[src/rtl/sdec_win_pkg.sv]
// Shared definitions for the windowed stochastic decoders.
//   state_e  : decoder FSM states (idle / counting a window)
//   MODE_*   : output encoding select (unipolar count, bipolar offset count)
package sdec_win_pkg;

  typedef enum logic {
    ST_IDLE  = 1'b0,
    ST_COUNT = 1'b1
  } state_e;

  localparam logic MODE_UNI = 1'b0;
  localparam logic MODE_BIP = 1'b1;

endpackage

[src/rtl/sdec_sat.sv]
// Saturating window-count to N-bit value converter.
//   s     in  N+1  ones counted over a 2^N window, range [0, 2^N]
//   mode  in  1    MODE_UNI: value = s, MODE_BIP: value = s - 2^(N-1) (two's complement)
//   value out N    result, clamped to the representable range
module sdec_sat
  import sdec_win_pkg::*;
#(
  parameter int N = 10
) (
  input  logic [N:0]   s,
  input  logic         mode,
  output logic [N-1:0] value
);

  localparam logic [N:0]   FULL   = {1'b1, {N{1'b0}}};
  localparam logic [N-1:0] HALF   = {1'b1, {(N-1){1'b0}}};
  localparam logic [N-1:0] POSMAX = {1'b0, {(N-1){1'b1}}};

  always_comb begin
    value = s[N-1:0];
    if (mode == MODE_BIP) begin
      // Only s == 2^N overflows; for every other s the low N bits minus
      // the offset wrap to the correct two's complement value (s=0 -> -2^(N-1)).
      value = (s == FULL) ? POSMAX : (s[N-1:0] - HALF);
    end else if (s == FULL) begin
      value = '1;
    end
  end

endmodule

[src/rtl/sdec_win.sv]
// Windowed stochastic-to-binary decoder with start/busy/done handshake.
// Counts ones of bit_in over 2^N cycles and returns an N-bit value.
//   clk    in   clock, rising edge
//   rst    in   asynchronous reset, active low
//   start  in   begin a window (sampled in IDLE only)
//   cont   in   chain the next window directly (sampled on last sample)
//   mode   in   0 unipolar, 1 bipolar (sampled on last sample)
//   bit_in in   stochastic bitstream, one sample per clk
//   busy   out  window in progress
//   done   out  one-cycle pulse, value updated together with it
//   value  out  decoded result, held until the next done
module sdec_win
  import sdec_win_pkg::*;
#(
  parameter int N = 10
) (
  input  logic         clk,
  input  logic         rst,
  input  logic         start,
  input  logic         cont,
  input  logic         mode,
  input  logic         bit_in,
  output logic         busy,
  output logic         done,
  output logic [N-1:0] value
);

  state_e         state_q, state_d;
  logic [N-1:0]   phase_q, phase_d;
  logic [N:0]     ones_q,  ones_d;
  logic [N-1:0]   value_q, value_d;
  logic           done_q,  done_d;

  logic           last;
  logic [N:0]     s;
  logic [N-1:0]   sat_val;

  assign last = (phase_q == {N{1'b1}});
  // Running total including this cycle's sample; on the last sample it is
  // the full window count (up to 2^N, hence N+1 bits).
  assign s    = ones_q + {{N{1'b0}}, bit_in};

  sdec_sat #(.N(N)) u_sat (
    .s     (s),
    .mode  (mode),
    .value (sat_val)
  );

  always_comb begin
    state_d = state_q;
    phase_d = phase_q;
    ones_d  = ones_q;
    value_d = value_q;
    done_d  = 1'b0;
    case (state_q)
      ST_IDLE: begin
        // bit_in in the start cycle is deliberately not counted.
        if (start) begin
          ones_d  = '0;
          phase_d = '0;
          state_d = ST_COUNT;
        end
      end
      ST_COUNT: begin
        ones_d  = s;
        phase_d = phase_q + {{(N-1){1'b0}}, 1'b1};
        if (last) begin
          value_d = sat_val;
          done_d  = 1'b1;
          // phase wraps to 0 by itself; clearing ones lets a continuous
          // window take its first sample in the very next cycle.
          ones_d  = '0;
          if (!cont) state_d = ST_IDLE;
        end
      end
      default: state_d = ST_IDLE;
    endcase
  end

  always_ff @(posedge clk or negedge rst) begin
    if (!rst) begin
      state_q <= ST_IDLE;
      phase_q <= '0;
      ones_q  <= '0;
      value_q <= '0;
      done_q  <= 1'b0;
    end else begin
      state_q <= state_d;
      phase_q <= phase_d;
      ones_q  <= ones_d;
      value_q <= value_d;
      done_q  <= done_d;
    end
  end

  assign busy  = (state_q == ST_COUNT);
  assign done  = done_q;
  assign value = value_q;

endmodule

[config.mk]
export PLATFORM = sky130hd
export DESIGN_NAME = sdec_win
export DESIGN_NICKNAME = d
export VERILOG_FILES = /design/src/rtl/sdec_win_pkg.sv /design/src/rtl/sdec_sat.sv /design/src/rtl/sdec_win.sv
export SDC_FILE = /design/constraint.sdc
export NUM_CORES = 1
export LEC_CHECK = 0
export ABC_AREA = 1
export ABC_CLOCK_PERIOD_IN_PS = 1900
export CORE_MARGIN = 2
export CORE_UTILIZATION = 56
export CTS_CLUSTER_SIZE = 20
export DETAILED_ROUTE_END_ITERATION = 8
export PLACE_DENSITY = 0.82
export SLEW_MARGIN = 5
export SYNTH_ARGS = -nofsm -noshare
export SYNTH_HDL_FRONTEND = slang
export SYNTH_SLANG_ARGS = --single-unit
[constraint.sdc]
create_clock -name clk -period 1.9 [get_ports clk]
set_input_delay 0.38 -clock clk [delete_from_list [all_inputs] [get_ports clk]]
set_output_delay 0.38 -clock clk [all_outputs]
set_load 0.005 [all_outputs]
# Word level (Yosys, flattened, before mapping)
# Cells that the tools add are included.
# op_classes
n_reduce_logical	1
bitwise_logic	1
n_eq_ne	3
addsub	3
mul	0
n_div	0
n_mux	14
n_lt_le_gt_ge	0
n_shift	0
# op_table
cell	count
10-bit 2-to-1 mux	4
11-bit 2-to-1 mux	2
11-bit case mux with 2 select lines	1
10-bit case mux with 2 select lines	1
11-bit by 1-bit adder with 11-bit output	1
11-bit == test, second input constant	1
10-bit by 1-bit adder with 10-bit output, second input constant	1
10-bit == test, second input constant	1
10-bit subtractor, second input constant	1
1-bit 2-to-1 mux	5
2-bit inequality test, second input constant	1
1-bit case mux with 2 select lines	1
2-bit AND reduction	1
1-bit inverter	1
# word_totals
mem_bits_ro	0
word_cells	27
ff_bits	33
n_memories	0
ramBits	0
latch_bits	0

# Logic depth before layout (Yosys ltp)
# Gate-level depths: netlist (run 1).
# depth
word_depth	4
mapped_depth	13

# By module
# From an unflattened synthesis (run 1), not the netlist that was laid out.
# hier_totals
cells_unflattened	247
area_unflattened_um2	1878.1
# modules_own_cells
module	seq_area_each_um2	instances	area_each_um2	cells_each
sdec_win	825.8	1	1725.4	213
sdec_sat	0.0	1	152.6	34

# Least setup slack after synthesis (run 1)
# OpenSTA, ideal clock, no wires.
# synth_timing
path_type	input to register
start	input port bit_in
end	register value_q[9], in the netlist value[9]
path_buffers	0
path_slack_ps	166
arrival_time_ps	1669
cell_stages	13
setup_ps	65
required_ps	1835
cell_sequence	ha_1 ha_1 nand2_2 nor2_4 nand2_1 nand3_1 nor2_1 nand2_2 nor2_4 nand2_4 nand3_2 nand3_1 nand2_1
# synth_via
elab_chain_len	4
elab_cells_between_ends	6
classes_between	add/sub: 2; eq/ne: 1; mux: 3
# synth_lines
element	line	source
from (decl)	sdec_win.sv:22	input logic bit_in,
11-bit by 1-bit adder with 11-bit output (*)	sdec_win.sv:41	assign s = ones_q + {{N{1'b0}}, bit_in};
10-bit subtractor or 11-bit == test (tied branches)	sdec_sat.sv:24, sdec_sat.sv:25	
10-bit 2-to-1 mux, on equally long branches	sdec_sat.sv:24, sdec_sat.sv:25	
10-bit 2-to-1 mux (*)	sdec_sat.sv:21	if (mode == MODE_BIP) begin
to (signal assigned)	sdec_win.sv:91	value_q <= value_d;
to (decl)	sdec_win.sv:31	logic [N-1:0] value_q, value_d;
# Mark *: on every way between the ends. The rest lies on a longest branch, timed or not.
# A chain may end at the register's enable or synchronous reset.

# Worst setup path in the final report (run 1)
# layout_timing
start	register ones_q[0]
end	register value_q[9], in the netlist value[9]
# layout_via
elab_chain_len	4
elab_cells_between_ends	6
classes_between	add/sub: 2; eq/ne: 1; mux: 3
# layout_lines
element	line	source
from (decl)	sdec_win.sv:30	logic [N:0] ones_q, ones_d;
from (signal assigned)	sdec_win.sv:90	ones_q <= ones_d;
11-bit by 1-bit adder with 11-bit output (*)	sdec_win.sv:41	
10-bit subtractor or 11-bit == test (tied branches)	sdec_sat.sv:24, sdec_sat.sv:25	
10-bit 2-to-1 mux, on equally long branches	sdec_sat.sv:24, sdec_sat.sv:25	
10-bit 2-to-1 mux (*)	sdec_sat.sv:21	
# Marked as above.

==> results.toml, run 1 <==
[timing]
clock-skew-final_ns = 0.008011
fin_crit_ns = 1.794
worst_pin_slew_ns = 0.4118
setup_viol = 0
slew_viol_final = 0
worst_slack_ns = 0.1058
hold_viol = 0
relSlewSlack_pct = 72.54
max_freq_mhz = 557.4
min_period_over_period_pct = 94.43
hold_slack_ns = 0.4275
rsz0062_at_grt = "false"

[global_routing]
grt_pass1_wl_mm = 5.823
gr-usage-all-layers_pct = 22.45
grt_pass1_vias = 1327
grt_overflow = 0
grt_start_max_net_pins = 34
antenna_found_initial = 0

[logic_synthesis]
ys_top_cells_by_area = "dfrtp_1 47%, nand2_1 10%, nand3_1 5.1%"
ys_dominant_reg_cell = "dfrtp_1"
synth.distinct_cells = 31
synth.net_count = 219
ys_warn_count = 0
synth_top_area_share_pct = 46.61
synth.top_cells.by_count = "47 x nand2_1, 33 x dfrtp_1, 23 x nor2_1"
yosysTopAreaCell = "dfrtp_1"
synth_edf_count = 0
synthesis.area_um2 = 1772
synthCells = 210
ys_ff_latch = 33
avgSynthCellArea_um2 = 8.437
yosysMostFrequentCell = "nand2_1"
async_reset_ff_share_pct = 100.0
yosysSeqAreaShare_pct = 46.61

[cells_and_area]
antenna_cells = 0
fin_area_um2 = 2195
area_growth_pct = 23.87
fin_util_pct = 72.48
nets = 252
fill_cells = 246
layout-drive-gt1-share_pct = 22.95

[die]
start_util_pct = 58.51
core-area_um2 = 3028
die_w_um = 60.25
die-area_um2 = 3629
floorplan.rows = 20
die_y_um = 60.25
ioPinCount = 18

[placement]
placed_area_um2 = 2048
gp_congestion = 0.8694
hpwl_mm = 2.693
place_ws_ns = -0.4886
placement.io_buffers = 17

[critical_path]
cp_num_buf_inv = 0
required_ns = 2.18
worstPathArrival_ns = 2.08
cp_top_family = "simple AND/OR/NAND/NOR gates"
crit_fanout = 5
reg2reg_depth = 13
crit_chain = "ha_4 -> ha_4 -> nand2_4 -> nor2_4 -> nand2_2 -> nand3_2 -> nor2_4 -> nand2_2 -> nor2_4 -> nand2_4 -> nand3_2 -> nand3_1 -> nand2_1"
cp.depth = 13
crit_slowest_cell = "dfrtp_1"
critical_path.most_common_cell = "nor2_4"
endpoint_kind = "register"
path_class = "reg -> reg"
cpPeakStageDelay_ns = 0.42
crit_path_start_kind = "register"

[pwr]
finalPower_mw = 2.669
p_leak_nw = 1.041
pwr_density_cell_nw_per_um2 = 1216
peakVddDrop_uv = 644.9

[cts]
clock_path_buffers = 2
ctsHtreeMaxLevel = 2
hold_buffers = 0
clock_sinks = 33
cts_tree = "yes"
clk_pin_slew_ns = 0.09
clockRootBuffer = "clkbuf_4"
insertion_delay_ns = 0.34
cts_made_buffers = 5

[detailed_routing]
num_vias = 1491
drt_wl_total_mm = 3.683
ant_nets = 0
viasPerCell = 5.177
dr.pass1.iters = 4
drt-initial-drc-count = 75
post-route-drc-count = 0
avgRoutedWirePerCell_um = 12.79

[hold_path]
holdCritPathClass = "in -> async"

[job]
cap_violations = 0

[run_status]
status = "completed"
==> logic make-up (layout without fill, tap and decap cells) <==
family                   after synthesis  count (layout)  synth area share, %
buffers and inverters                 28              61                6.638
multiplexers                           1               1               0.5650
adder cells (fa/ha/maj)                3               3                2.119
AO/OA/AOI/OAI                         32              32                10.73
flip-flops                            33              33                46.61
AND/OR/NAND/NOR                      113             114                33.33
==> placed cells by master, fill, tap and decap left out, drive strengths merged <==
cell	n
ha	3
a21oi	7
mux2i	1
nor3	1
clkbuf	7
o21bai	2
dlymetal6s2s	1
o21ai	9
nand4	4
a31oi	5
nand3	21
a22o	1
inv	25
a32o	1
o22ai	6
clkinv	1
o31ai	1
clkdlybuf4s50	16
dfrtp	33
nor2	31
nor4	1
buf	11
nand2	56
==> sequential cells by signal (all words and copies together) (netlist names) <==
register / flops
ones_q: 11
phase_q: 10
busy: 1
value: 10
done: 1
==> final cells by class <==
type	instances	area [um^2]	share of cell area, %
Multi-Input combinational cell	150	893.4	40.71
Sequential cell	33	827.0	37.69
Tap cell	44	55.05	2.509
Inverter	25	93.84	4.276
Clock inverter	1	5.005	0.2281
Timing Repair Buffer	28	255.2	11.63
Clock buffer	7	65.06	2.965
==> final timing paths <==
kind                                             start                     end  slack, ns
worst max-delay path             ones_q[0]$_DFFE_PN0P_    value[9]$_DFFE_PN0P_       0.11
worst min-delay path                               rst    value[7]$_DFFE_PN0P_       0.43
worst max register to register   ones_q[0]$_DFFE_PN0P_    value[9]$_DFFE_PN0P_       0.11
worst min register to register  phase_q[9]$_DFFE_PN0P_  phase_q[9]$_DFFE_PN0P_       0.48
max in group asynchronous                          rst          busy$_DFF_PN0_       1.15
min in group clk                phase_q[9]$_DFFE_PN0P_  phase_q[9]$_DFFE_PN0P_       0.48
==> power by group <==
group	switching, mW	internal [mW]	total, mW
logic	0.581	0.488	1.07
clock network	0.234	0.214	0.448
registers	0.240	0.913	1.15
==> per-layer routing <==
metal | wire, um | GRT usage (%) | vias up | part of all wire, %
li1 | - | - | 762 | -
met1 | 1761 | 28.85 | 691 | 48
met2 | 1708 | 34.94 | 31 | 46
met3 | 149 | 7.792 | 7 | 4.0
met4 | 64 | 8.254 | 0 | 1.7
met5 | 0 | 0 | - | 0
==> metrics by stage <==
step / std cells / setup TNS, ns
finish: 288 / 0
global route: 288 / 0
CTS: 286 / 0
detailed placement: 278 / -5.007
global placement: 278 / -4.369
floorplan: 210 / 0
==> what timing repair did <==
item                                    4_1_cts  5_1_grt
hold endpoints to repair                      0        0
resized for setup                             4       11
pin swaps                                     0        6
endpoints found under the setup margin       10       11
gates cloned                                  0        1
setup buffers                                 0        1
Power figures use the tool's default switching activity.
==> run 2, diff against run 1 <==
--- a/config.mk
+++ b/config.mk
@@ -8,8 +8,10 @@
 export ABC_AREA = 1
 export ABC_CLOCK_PERIOD_IN_PS = 1900
+export CORE_ASPECT_RATIO = 0.6
 export CORE_MARGIN = 2
 export CORE_UTILIZATION = 56
 export CTS_CLUSTER_SIZE = 20
 export DETAILED_ROUTE_END_ITERATION = 8
+export GPL_ROUTABILITY_DRIVEN = 0
 export PLACE_DENSITY = 0.82
 export SLEW_MARGIN = 5
==> constraint.sdc (replaced) <==
create_clock -name clk -period 1.9 [get_ports clk]
set_input_delay 0.38 -clock clk [delete_from_list [all_inputs] [get_ports clk]]
set_output_delay 0.38 -clock clk [all_outputs]
set_load 0.01 [all_outputs]
==> run 2 against run 1 <==
Against the previous run: global-route usage grew 3.9 points; critical path depth is 12 lower; total power up 11%; sequential power is 3% higher; final cell count is 1.7% higher; worst hold slack better by 0.059 ns; via count is 6.2% higher; largest power group is now combinational logic.
==> results.toml, run 2 (synthesized netlist as in run 1, its figures left out) <==
[run_status]
status = "completed"

[critical_path]
crit_fanout = 10
reg2reg_depth = 11
r2r-start = "ones_q[0]$_DFFE_PN0P_"
worstPathArrival_ns = 1.43
required_ns = 1.52
cp_num_buf_inv = 1
path_class = "reg -> out"
crit_chain = "clkdlybuf4s50_1"
reg2reg_setup_slack_ns = 0.10
crit_path_start_kind = "register"
cp_top_family = "buffers and inverters"
cpPeakStageDelay_ns = 0.60
endpoint_kind = "output pin"
rr_endpoint = "ones_q[4]$_DFFE_PN0P_"
crit_path_start = "busy$_DFF_PN0_"
crit_slowest_cell = "clkdlybuf4s50_1"

[cells_and_area]
area_growth_pct = 29.03
most-common-layout-cells = "43 x nand2_1, 33 x dfrtp_1, 21 x nor2_1"
largest_register_ffs = 11
final_cell_count_no_fill = 293
final_common_cell = "nand2_1"
layout-drive-gt1-share_pct = 26.69
top_register = "ones_q"
nets = 260
antenna_cells = 0

[detailed_routing]
drt_wl_total_mm = 4.358
num_vias = 1584
drt-initial-drc-count = 83
dr.pass1.iters = 5
avgRoutedWirePerCell_um = 14.87
viasPerCell = 5.406
ant_nets = 0
post-route-drc-count = 0

[pwr]
peakVddDrop_uv = 860.0
p_leak_nw = 1.061
pwr_density_cell_nw_per_um2 = 1297

[timing]
worst_pin_slew_ns = 0.4155
clock-skew-final_ns = 0.009110
fin_setup_tns_ns = 0
slew_viol_final = 0
relSlewSlack_pct = 72.30
max_freq_mhz = 551.7
setup_viol = 0
fin_crit_ns = 1.813
min_period_over_period_pct = 95.40
hold_viol = 0

[cts]
clock_sinks = 33
insertion_delay_ns = 0.29
clock_path_buffers = 2
cts_tree = "yes"
clk_pin_slew_ns = 0.07
hold_buffers = 0
ctsHtreeMaxLevel = 2
cts_made_buffers = 5
clockRootBuffer = "clkbuf_8"

[global_routing]
grt_pass1_vias = 1491
gr-usage-all-layers_pct = 26.32
grt_start_max_net_pins = 34
grt_overflow = 0
antenna_found_initial = 0
grt_pass1_wl_mm = 7.051

[placement]
hpwl_mm = 2.912
dpl.cell_count = 279
placement.io_buffers = 17

[job]
cap_violations = 0

[die]
floorplan.rows = 15
ioPinCount = 18
start_util_pct = 60.13
die-area_um2 = 3645
die_w_um = 76.62
core-area_um2 = 2947
die_y_um = 47.57

[hold_path]
holdCritPathClass = "in -> async"
[run 2: repair_timing]
action / 4_1_cts / 5_1_grt
endpoints found under the setup margin: 10 / 13
resized for setup: 17 / 4
cloned: 1 / 0
pin swaps: 14 / 4
setup buffers: 6 / 0
endpoints found under the hold margin: 0 / 0
[run 2: metal layers]
metal | global-route usage (%) | up-vias | wire, um
met3 | 6.415 | 8 | 239
li1 | - | 783 | -
met2 | 37.52 | 49 | 1788
met5 | 0 | - | 0
met4 | 11.64 | 0 | 56
met1 | 38.71 | 744 | 2274
[run 2: how the worst max path moves through the flow]
stage	slack, ns	to	depth (start not counted)
after global placement	-0.34	value[9]$_DFFE_PN0P_	14
after floorplan	0.17	value[9]$_DFFE_PN0P_	13
after CTS	0.08	busy	1
final	0.09	busy	1
after global routing	-0.009	value[9]$_DFFE_PN0P_	12
after detailed placement	-0.43	value[9]$_DFFE_PN0P_	13
[run 2: where the power goes]
part	total, mW	internal [mW]	switching [mW]
Clock	0.544	0.287	0.256
Combinational	1.24	0.562	0.674
Sequential	1.19	0.915	0.271
[run 2: metrics by stage]
stage               power (mW)  hold WS, ns  setup slack, ns  util (%)  instance area [um^2]
finish                   2.965       0.4865          0.08732     77.58                  2286
global route             3.151       0.4965        -0.008625     77.58                  2286
CTS                      2.896       0.4823          0.08083     76.90                  2266
detailed placement       2.198       0.4740          -0.4333     70.19                  2068
global placement         2.161       0.4614          -0.3448     70.19                  2068
floorplan                1.789      0.08441           0.1661         -                  1772
[run 2: cell type report]
class                      instances  area (um^2)
inverter                          25        93.84
sequential                        33        825.8
timing repair buffer              36        315.3
clock buffer                       7        86.33
multi-input combinational        150        912.1
tap                               42        52.55
fill                             212        660.6
==> patch 1, RTL diff (settings of run 2) <==
Register the output `value` once more, cleared by the reset; this adds one clock of latency there. The other outputs are not delayed to match. Comments in the files are not updated.
--- a/src/rtl/sdec_win.sv
+++ b/src/rtl/sdec_win.sv
@@ -26,2 +26,4 @@
 );
+
+  logic [N-1:0] value_c;
 
@@ -97,3 +99,11 @@
   assign done  = done_q;
-  assign value = value_q;
+  assign value_c = value_q;
+
+  always_ff @(posedge clk or negedge rst) begin
+    if (!rst) begin
+      value <= '0;
+    end else begin
+      value <= value_c;
+    end
+  end
 
Check against the original RTL: no difference found for any inputs over 10 cycles, from zero or initial values and one cycle with rst low; that may be too few to reach the edited logic, so the function may still have changed.
==> patch 1 against run 2 <==
  * Worst setup slack got worse by 0.033 ns
  * Final area increased by 19%
  * Power increased by 28%
  * Critical path depth increased by 12
  * Wire length increased by 24%
  * Sequential cell count increased by 10
  * Register-to-register slack got worse by 0.05 ns
  * Largest cell class is now registers
  * Final cell count increased by 15%
  * Area after synthesis increased by 16%
  * Sequential share of layout area increased by 3.4 points
  * Hold slack got worse by 0.43 ns
==> patch 1: results <==
{
  "run_status": "complete, no violations",
  "highest_layer": "met4",
  "clockPowerShare_pct": 18.6,
  "met2_usage_pct": 43.6,
  "ys_types": 25,
  "drt-total-wl_microns": 5420,
  "post-dp-hpwl_microns": 3370,
  "reg2reg_slack_ns": 0.05,
  "syn_nets": 246,
  "layout-drive-gt1-share_pct": 24.9,
  "grtUsageTotal_pct": 30.0,
  "critical_path.max_stage_delay_ns": 0.40,
  "grt_pass1_wl_microns": 9110,
  "crit_path_start_kind": "flop",
  "arrival_ns": 2.04,
  "dr.pass1.iters": 5,
  "p_seq_w": 0.00146,
  "yosys-top-cells-count": "nand2_1, dfrtp_1, inv_1",
  "antenna_found_initial": 0,
  "ir_drop_mv": 0.871,
  "cp_slowest_cell": "dfrtp_1",
  "cts_max_level": 2,
  "wl_met3_microns": 467,
  "cellLeakagePower_nw": 1.35,
  "clockRootBuffer": "clkbuf_8",
  "portBuffers": 17,
  "finClkSkew_ns": 0.00978,
  "synth.top_cell.area_share_pct": 52.4,
  "worst-path-max-fanout": 5,
  "relSlewSlack_pct": 63.1,
  "nets": 302,
  "largest_reg_flops": 11,
  "diodes": 0,
  "hold_class": "primary input to asynchronous set/reset pin",
  "met1_usage_pct": 42.5,
  "synth-main-ff-cell": "dfrtp_1",
  "synth_seq_area_share_pct": 52.4,
  "synth.area.top_cells": "dfrtp_1, nand2_1, inv_1",
  "crit_path_end": "value_c[9]$_DFFE_PN0P_",
  "drt-initial-drc-count": 203,
  "async_reset_ff_share_pct": 100,
  "vias": 1880,
  "synth_warnings": 0,
  "sw_frac_of_total_pct": 39.0,
  "r2r_cells": 13,
  "grt_util_met3_pct": 9.72,
  "clock_latency_ns": 0.30,
  "p_sw_w": 0.00148,
  "path_delay_family": "simple AND/OR/NAND/NOR gates",
  "clk_pin_slew_ns": 0.09,
  "reg2reg_from": "ones_q[0]$_DFFE_PN0P_",
  "nFillCells": 205,
  "grt_max_degree": 24,
  "drt-met1-wl_microns": 2510,
  "wl_met2_microns": 2280
}
-- patch 1: cell types whose count changed in the layout (fill, tap and decap cells not counted), moves of 2 or more --
cell / before / now
nor2_4: 5 / 7
dfrtp_1: 33 / 43
buf_4: 18 / 33
inv_1: 18 / 27
a21oi_1: 7 / 3
nor2_2: 4 / 0
inv_2: 7 / 1
nand2_1: 43 / 57
nand3_2: 4 / 6
nor3_1: 0 / 2
o22ai_1: 6 / 9
a31oi_1: 5 / 0
a2bb2oi_1: 0 / 9
-- patch 1: layout make-up --
class	count	area [sq um]	area share, %
clock buffers	5	68.8	2.53
multi-input cells	163	951	34.9
flip-flops and latches	43	1080	39.5
well taps	45	56.3	2.07
inverters	29	109	4.00
clock inverters	2	37.5	1.38
repair buffers	51	423	15.5
-- patch 1: kinds of logic after synthesis --
kind of cell / count (synthesis) / synth area share [%]
and+or+nand+nor: 126 / 28.5
DFF: 43 / 52.4
AOI/OAI and AO/OA: 32 / 10.5
buffers and inverters: 32 / 6.28
adders and majority gates: 3 / 1.83
muxes: 1 / 0.488
-- patch 1: stage by stage --
| stage | setup slack [ns] | std cells | cell area, sq um | hold slack (ns) |
|---|---|---|---|---|
| global route | -0.0353 | 338 | 2720 | 0.0806 |
| global placement | -0.434 | 318 | 2420 | 0.371 |
| CTS | 0.0322 | 333 | 2660 | 0.0581 |
| detailed placement | -0.526 | 318 | 2420 | 0.363 |
| finish | 0.0540 | 338 | 2720 | 0.0592 |
| floorplan | 0.101 | 237 | 2050 | 0.0844 |
-- patch 1: repair_timing --
item,CTS,global route
hold buffers,0,0
setup buffers,7,5
pin swaps,13,11
endpoints found under the hold margin,0,0
gates cloned,1,0
gates resized for setup,21,5
setup endpoints to repair,10,9
==> patch 2, RTL diff (flow settings as in run 2) <==
Made on the original files. `N` is set to 10 in 2 places; all go to 11.
--- a/src/rtl/sdec_sat.sv
+++ b/src/rtl/sdec_sat.sv
@@ -7,3 +7,3 @@
 #(
-  parameter int N = 10
+  parameter int N = 11
 ) (
--- a/src/rtl/sdec_win.sv
+++ b/src/rtl/sdec_win.sv
@@ -14,3 +14,3 @@
 #(
-  parameter int N = 10
+  parameter int N = 11
 ) (
Interface: changed (resized value); port bits go from 18 to 19. The function was not compared with the original's and may differ.
==> patch 2 against run 2 <==
  * Area after synthesis grew 6.6%
  * Power decreased by 1.6%
  * Final area up 12%
  * Wire length grew 18%
  * Die area increased by 6.2%
  * Worst setup slack worse by 0.024 ns
  * Fmax shrank 1.3%
  * Clock skew barely moved
  * Clock power is 21% higher
  * Sequential cell count is 3 higher
  * Highest routed layer unchanged
==> patch 2: results <==
{
  "netlist_instances": 237,
  "synth_xor_area_share_pct": 0,
  "cts_inserted_buffers": 5,
  "grt_pass1_wl_microns": 8310,
  "placed_area_sq_um": 2250,
  "yosys.area_share.adder_pct": 1.99,
  "synth.area.top_cells": "dfrtp_1, nand2_1, inv_1",
  "setup_viol": 0,
  "async_reset_ff_share_pct": 100,
  "synth_seq_area_share_pct": 47.7,
  "ir_drop_mv": 0.779,
  "post-dp-hpwl_microns": 3420,
  "drt-total-wl_microns": 5140,
  "syn_nets": 246,
  "cellLeakagePower_nw": 1.16,
  "nets": 294,
  "synth_compound_area_share_pct": 12.8,
  "clock_latency_ns": 0.29,
  "antenna_found_initial": 0,
  "cts_max_level": 2,
  "path_delay_family": "buffers and inverters",
  "portBuffers": 18,
  "hold_class": "primary input to asynchronous set/reset pin",
  "worst-path-max-fanout": 4,
  "diodes": 0,
  "largest_reg_flops": 12,
  "grt_max_degree": 37,
  "run_status": "complete, no violations",
  "yosys-top-cells-count": "nand2_1, dfrtp_1, inv_1",
  "synth_mux_area_share_pct": 0,
  "finClkSkew_ns": 0.00873,
  "worstMarginPinSlew_ns": 0.454,
  "dp_cells": 316,
  "synth_warnings": 0,
  "critical_path.max_stage_delay_ns": 0.41,
  "clock_path_buffers": 2,
  "ys_types": 28,
  "layout-drive-gt1-share_pct": 26.6,
  "drt-initial-drc-count": 210,
  "dr.pass1.iters": 5,
  "clk_pin_slew_ns": 0.08,
  "regMostFlops": "ones_q",
  "wl_per_cell_microns": 15.5,
  "r2r_cells": 11,
  "cp_slowest_cell": "dfrtp_1",
  "synth-main-ff-cell": "dfrtp_1",
  "arrival_ns": 2.01,
  "grtUsageTotal_pct": 28.5,
  "vias": 1842,
  "clockRootBuffer": "clkbuf_8",
  "grt_pass1_vias": 1714
}
[patch 2: cell count changes after synthesis, sizes merged, moves of 2 or more]
cell	run 2	this run
nand2	55	65
inv	25	31
a21oi	7	2
nand3	21	16
a31oi	5	9
nor2	31	35
o22ai	6	10
dfrtp	33	36
o21ai	9	12
a22oi	0	2
clkinv	0	2
[patch 2: layer usage]
| metal | global-route usage (%) | wire, microns | up-vias |
|---|---|---|---|
| li1 | - | - | 871 |
| met1 | 44.4 | 2310 | 842 |
| met2 | 40.4 | 2210 | 115 |
| met3 | 5.93 | 501 | 14 |
| met4 | 7.47 | 115 | 0 |
| met5 | 0 | 0 | - |
[patch 2: logic make-up (layout without fill, tap and decap cells)]
family / Yosys count / count (layout)
adders and majority gates: 3 / 3
DFF: 36 / 36
AOI/OAI and AO/OA: 39 / 39
and+or+nand+nor: 122 / 122
buffers and inverters: 37 / 86
[patch 2: worst paths after layout]
kind / start / endpoint / slack, ns
setup / recovery: ones_q[0]$_DFFE_PN0P_ / value[2]$_DFFE_PN0P_ / 0.06
hold reg to reg: value[2]$_DFFE_PN0P_ / value[2]$_DFFE_PN0P_ / 0.53
min in group clk: value[2]$_DFFE_PN0P_ / value[2]$_DFFE_PN0P_ / 0.53
max in group asynchronous: rst / busy$_DFF_PN0_ / 1.44
setup reg to reg: ones_q[0]$_DFFE_PN0P_ / value[2]$_DFFE_PN0P_ / 0.06
hold / removal: rst / phase_q[3]$_DFFE_PN0P_ / 0.12
[patch 2: what timing repair did]
| action | CTS | global route |
|---|---|---|
| buffers inserted | 6 | 0 |
| resized for setup | 14 | 21 |
| pin swaps | 16 | 12 |
| gates cloned | 1 | 0 |
| setup endpoints to repair | 11 | 24 |
| hold endpoints to repair | 0 | 0 |
[patch 2: cell type report]
cell class / count / area, sq um
timing repair buffer: 45 / 397
clock inverter: 2 / 35.0
clock buffer: 6 / 72.6
tap: 45 / 56.3
multi-input combinational: 164 / 966
fill: 208 / 686
sequential: 36 / 902
inverter: 33 / 129
[patch 2: where the power goes]
part / switching, W / internal [W] / leakage (nW) / total [W]
clock: 0.000270 / 0.000389 / 0.0552 / 0.000660
sequential: 0.000203 / 0.000935 / 0.409 / 0.00114
combinational: 0.000614 / 0.000505 / 0.699 / 0.00112
[patch 2: stage by stage]
stage	setup slack (ns)	total power [W]	hold slack, ns
after detailed placement	-0.506	0.00200	0.447
after global routing	-0.0500	0.00310	0.161
after floorplan	0.187	0.00161	0.0844
after CTS	0.0216	0.00278	0.142
after global placement	-0.386	0.00195	0.446
final	0.0633	0.00292	0.118
